### config.mk
export PLATFORM = sky130hd
export DESIGN_NAME = hcount_frame_accum
export DESIGN_NICKNAME = d
export VERILOG_FILES = /design/src/rtl/hcount_frame_accum.sv
export SDC_FILE = /design/constraint.sdc
export NUM_CORES = 1
export LEC_CHECK = 0
export ABC_CLOCK_PERIOD_IN_PS = 5810
export CORE_ASPECT_RATIO = 1.75
export CORE_MARGIN = 10
export CORE_UTILIZATION = 40
export CTS_CLUSTER_DIAMETER = 150
export CTS_CLUSTER_SIZE = 28
export DETAILED_ROUTE_END_ITERATION = 16
export GPL_TIMING_DRIVEN = 1
export PLACE_DENSITY = 0.7
export SETUP_SLACK_MARGIN = 0.1
export SLEW_MARGIN = 20
export SYNTH_ARGS = -nofsm -noshare
export SYNTH_HDL_FRONTEND = slang
export SYNTH_SLANG_ARGS = --single-unit
### constraint.sdc
create_clock -name clk -period 5.81 [get_ports clk]
set_input_delay 1.162 -clock clk [delete_from_list [all_inputs] [get_ports clk]]
set_output_delay 1.162 -clock clk [all_outputs]
set_load 0.02 [all_outputs]
### src/rtl/hcount_frame_accum.sv
// Frame accumulator for the 32-lane h_plus/h_minus counters: sums per-beat counts over
// a frame and hands the totals, their difference and the beat count to the decision logic.
module hcount_frame_accum #(
    parameter int LANES = 32,
    parameter int CW    = 7,
    parameter int AW    = 16,
    parameter int BW    = 10
) (
    input  logic                 clk,
    input  logic                 rst,
    input  logic                 in_valid,
    output logic                 in_ready,
    input  logic                 in_last,
    input  logic [CW-1:0]        h_plus_in,
    input  logic [CW-1:0]        h_minus_in,
    output logic                 out_valid,
    input  logic                 out_ready,
    output logic [AW-1:0]        sum_plus,
    output logic [AW-1:0]        sum_minus,
    output logic signed [AW:0]   diff,
    output logic [BW-1:0]        beats,
    output logic                 ovf,
    output logic                 range_err
);

    // state | meaning
    // IDLE  | no beat of the current frame accepted yet
    // ACC   | frame in progress, accumulating beats
    // DONE  | frame totals presented, waiting for out_ready
    typedef enum logic [1:0] {IDLE, ACC, DONE} state_t;
    state_t state;

    localparam logic [CW-1:0] LANES_C = CW'(LANES);

    logic            accept;
    logic            plus_hi, minus_hi;
    logic [CW-1:0]   plus_c, minus_c;
    logic [AW:0]     plus_raw, minus_raw;
    logic [AW-1:0]   plus_nxt, minus_nxt;
    logic            plus_sat, minus_sat, beats_sat;

    assign in_ready = !rst && (state != DONE);
    assign accept   = in_valid && in_ready;

    // Clamped, saturating next-sum values; only committed on an accepted beat.
    always_comb begin
        plus_hi   = h_plus_in > LANES_C;
        minus_hi  = h_minus_in > LANES_C;
        plus_c    = plus_hi ? LANES_C : h_plus_in;
        minus_c   = minus_hi ? LANES_C : h_minus_in;
        plus_raw  = {1'b0, sum_plus} + (AW+1)'(plus_c);
        minus_raw = {1'b0, sum_minus} + (AW+1)'(minus_c);
        plus_sat  = plus_raw[AW];
        minus_sat = minus_raw[AW];
        plus_nxt  = plus_sat ? {AW{1'b1}} : plus_raw[AW-1:0];
        minus_nxt = minus_sat ? {AW{1'b1}} : minus_raw[AW-1:0];
        beats_sat = &beats;
    end

    always_ff @(posedge clk) begin
        if (rst) begin
            state     <= IDLE;
            sum_plus  <= '0;
            sum_minus <= '0;
            diff      <= '0;
            beats     <= '0;
            ovf       <= 1'b0;
            range_err <= 1'b0;
            out_valid <= 1'b0;
        end else begin
            case (state)
                IDLE, ACC: begin
                    if (accept) begin
                        sum_plus  <= plus_nxt;
                        sum_minus <= minus_nxt;
                        diff      <= $signed({1'b0, plus_nxt}) - $signed({1'b0, minus_nxt});
                        beats     <= beats_sat ? beats : beats + 1'b1;
                        ovf       <= ovf | plus_sat | minus_sat | beats_sat;
                        range_err <= range_err | plus_hi | minus_hi;
                        out_valid <= in_last;
                        state     <= in_last ? DONE : ACC;
                    end
                end
                DONE: begin
                    // out_valid is always high here, so out_ready alone completes the handshake
                    if (out_ready) begin
                        sum_plus  <= '0;
                        sum_minus <= '0;
                        diff      <= '0;
                        beats     <= '0;
                        ovf       <= 1'b0;
                        range_err <= 1'b0;
                        out_valid <= 1'b0;
                        state     <= IDLE;
                    end
                end
                default: state <= IDLE;
            endcase
        end
    end

endmodule
==> metrics.md <==
| Metric | Value |
|---|---|
| Status | `finished, final reports clean` |
| Total net switching power | `0.5365 mW` |
| CTS sink cnt | `64` |
| Final TNS setup | `0 ns` |
| Max incr delay on CP | `~0.48 ns` |
| Fin Hold WS | `0.4632 ns` |
| Final Critical Period | `5.379 ns` |
| DRC violations left | `0` |
| Non-Filler Instances | `771` |
| Nets | `689` |
| Largest family of logic cells by synthesized area | `compound AO/OA/AOI/OAI gates` |
| FF+latch count, synth | `64` |
| Sequential power share | `a little under a third` |
| Simple-gate share of the synthesized area | `21.72%` |
| Synth Instances | `553` |
| PortBufs | `81` |
| RSZ-0062 raised after global routing | `false` |
| Drt pass-1 iters | `5` |
| Pint | `about 1.1 mW` |
| Antenna Cells | `0` |
| Cell row count | `50` |
| Req. time, crit path | `a little over 6 ns` |
| Placed insts | `about 760` |
| Final hold vios | `0` |
| Die height | `approximately 160 um` |
| Crit path max fanout | `6` |
| Main synth FF type | `dfxtp_1` |
| Sw Ratio | `33.09%` |
| Critical path launch point type | `input port` |
| DR vias/cell | `5.739` |
| Total wire length | `about 14000 um` |
| CP Class | `in2reg` |
| Initial DRC Count | `around 220` |
| Number of fill cells | `1000` |
| WL/cell | `between 15 and 20 um` |
| Initial antenna violation count | `0` |
| Largest net degree at the start of global routing | `39` |
| Grt ovf | `0` |
| Root Buffer | `clkbuf_16` |
| Final Max Tran Viols | `0` |
| Worst-Skew Late Latency | `between 0.3 and 0.4 ns` |
| VDD IR max | `0.1842 mV` |
| Tcrit/Tclk final | `between 90% and 100%` |
| Pwr dens | `287.1 nW/um2` |
| Worst-margin pin slew | `0.7710 ns` |
| Final worst setup slack | `0.4313 ns` |
| Mux cell area share after synthesis | `0%` |
| CP Capture Type | `register` |
| Total number of vias | `4425` |
| Cell Chain, Critical Path | `clkdlybuf4s50_1 > nor2_1 > and2_1 > ha_1 > fa_1 > a211oi_1 > o21a_1 > o21ba_1 > or3_1 > nand2b_1 > fa_1 > a21o_1 > a221oi_4 > a211oi_1 > o21a_1 > or3_1 > a32o_1` |
| Clock-pin slew on the worst setup and hold paths | `roughly 0.050 ns` |
| Syn Std Cell Area | `4349 um2` |
| Die Area | `between 15000 and 20000 um2` |
| Top delay family on crit path | `compound AO/OA/AOI/OAI gates` |
| Clock skew | `0.008014 ns` |
| Worst rel slew slack | `48.41%` |
| Chip width | `98.83 um` |
| GP Congestion | `slightly above 0.9` |
| Vias in the first global route | `4435` |
| Yosys cell types | `54` |
| Area of the multi-input gates | `2949 um2` |
| Compound-Gate Fraction of Synth Area | `between 20% and 30%` |
| CTS Hold Bufs | `0` |
| Setup bufs post-CTS | `0` |
| Worst Path Arrival | `roughly 5.6 ns` |
| Sequential share of the synthesized area | `roughly 29%` |
| CTS buffer count | `9` |
| Total core area | `10700 um2` |
| Post-CTS sizing | `0` |
| Worst path slowest cell | `clkdlybuf4s50_1` |
| CP Buf/Inv Count | `1` |
| Synthesized-area fraction occupied by adder cells | `about a tenth` |
| CTS tree | `built` |
| Global-route wire length before repair | `around 22000 um` |
| Max clock buf depth | `2` |
| Area growth from synthesis to layout | `29.83%` |
| Post-synthesis area per instance | `just under 8 um2` |
| Hold crit path type | `reg2reg` |
| Register Area | `1281 um2` |
| # H-tree levels | `3` |
| I/O pins | `between 80 and 90` |
| Design Power | `1.621 mW` |
| Synth Area in XOR/XNOR | `roughly 5.6%` |
| Layout cell share with drive strength beyond 1 | `under 10%` |
| EDFF count, synth | `0` |
| Synth warn | `0` |
| Async S/R FF share, synth | `0%` |
| HPWL Detailed | `roughly 11000 um` |
| Logic pwr share | `between 30% and 40%` |
| Clock power frac | `33.9%` |
| Static Leak | `around 2.2 nW` |
| Number of max-cap violations | `0` |
| Maximum clock frequency | `approximately 0.19 GHz` |
| Placement Setup Slack | `roughly 0.030 ns` |
| Post-route ant nets | `0` |
| Global-route usage over all layers | `17.00%` |
| Initial Util | `40.65%` |
| # setup viols final | `0` |
[metrics by stage]
stage | util, % | cell area, um2
2_1_floorplan | - | 4353
6_report | 52.78 | 5647
3_5_place_dp | 49.85 | 5333
3_3_place_gp | 49.85 | 5333
4_1_cts | 52.65 | 5633
5_1_grt | 52.78 | 5647
[path summary, 6_finish.rpt]
path | from | endpoint | slack [ns] | cells after the start
worst max register to register | sum_plus[0]$_SDFFE_PP0P_ | diff[14]$_SDFFE_PP0P_ | 1.62 | 14
worst min register to register | diff[13]$_SDFFE_PP0P_ | diff[13]$_SDFFE_PP0P_ | 0.46 | 2
worst min-delay path | diff[13]$_SDFFE_PP0P_ | diff[13]$_SDFFE_PP0P_ | 0.46 | 2
worst max-delay path | h_plus_in[6] | diff[14]$_SDFFE_PP0P_ | 0.43 | 17
[worst min-delay path, delay by kind of cell (launching register included)]
kind | cells | cell delay (ns)
flip-flops | 1 | 0.33
AND/OR/NAND/NOR | 1 | 0.05
AO/OA/AOI/OAI | 1 | 0.06
[cells in the final DEF (no fill, tap or decap), drive strengths merged, types with 4 or more instances in the layout]
cell,Yosys,routed
and2,13,13
xnor2,21,21
buf,8,12
xor2,7,7
o31ai,7,7
nor3,15,15
a22o,16,16
or3,7,7
nor2b,5,5
and4,4,4
a311oi,4,4
ha,31,31
o21a,13,13
nand3,18,18
clkdlybuf4s50,0,81
a21oi,40,40
a211oi,9,9
dfxtp,64,64
nor2,63,63
nand4,4,4
nand2,44,44
clkbuf,14,13
inv,14,14
a31oi,6,6
a22oi,7,7
o21ai,56,56
a21o,14,14
and3,8,8
[cells in the mapped netlist, types with 8 or more instances]
cell / number / area, um2
a21o_1: 14 / 105.1
a21oi_1: 40 / 200.2
a22o_1: 16 / 140.1
and2_1: 13 / 81.33
and3_1: 8 / 50.05
clkbuf_1: 14 / 52.55
dfxtp_1: 64 / 1281
ha_1: 31 / 387.9
inv_1: 14 / 52.55
nand2_1: 44 / 165.2
nand3_1: 18 / 90.09
nor2_1: 63 / 236.5
nor3_1: 15 / 75.07
o21a_1: 13 / 97.59
o21ai_0: 54 / 270.3
xnor2_1: 21 / 183.9
[flip-flops by register name, summed over array words and instances (netlist names)]
name,count
diff,17
state,2
out_valid,1
ovf,1
sum_minus,16
sum_plus,16
range_err,1
beats,10
[layer usage]
| layer | GRT usage, % | share of wire (%) |
|---|---|---|
| met5 | 0 | 0 |
| met4 | 8.019 | 2.5 |
| met3 | 4.452 | 5.2 |
| met2 | 31.72 | 56 |
| met1 | 16.88 | 36 |
[power by group through the flow]
stage	Clock [mW]	Combinational [mW]	Sequential [mW]
after floorplan	0	0.321	0.553
after global placement	0	0.546	0.516
after detailed placement	0	0.556	0.516
after CTS	0.559	0.559	0.507
after global routing	0.581	0.616	0.513
final	0.549	0.565	0.507
[kinds of logic (layout without fill, tap and decap cells)]
logic type | count (synthesis) | count (layout)
DFF | 64 | 64
AOI/OAI and AO/OA | 194 | 194
and+or+nand+nor | 196 | 196
xor gates and xnor gates | 28 | 28
buffers and inverters | 36 | 123
adders and majority gates | 34 | 34
other | 1 | 2
[layout make-up]
type | instances | share of cell area [%]
repair buffers | 93 | 15.95
clock buffers | 13 | 4.609
clock inverters | 3 | 0.7091
multi-input cells | 454 | 52.23
flip-flops and latches | 64 | 22.69
inverters | 14 | 0.9306
well taps | 130 | 2.881
Power figures use the tool's default switching activity.
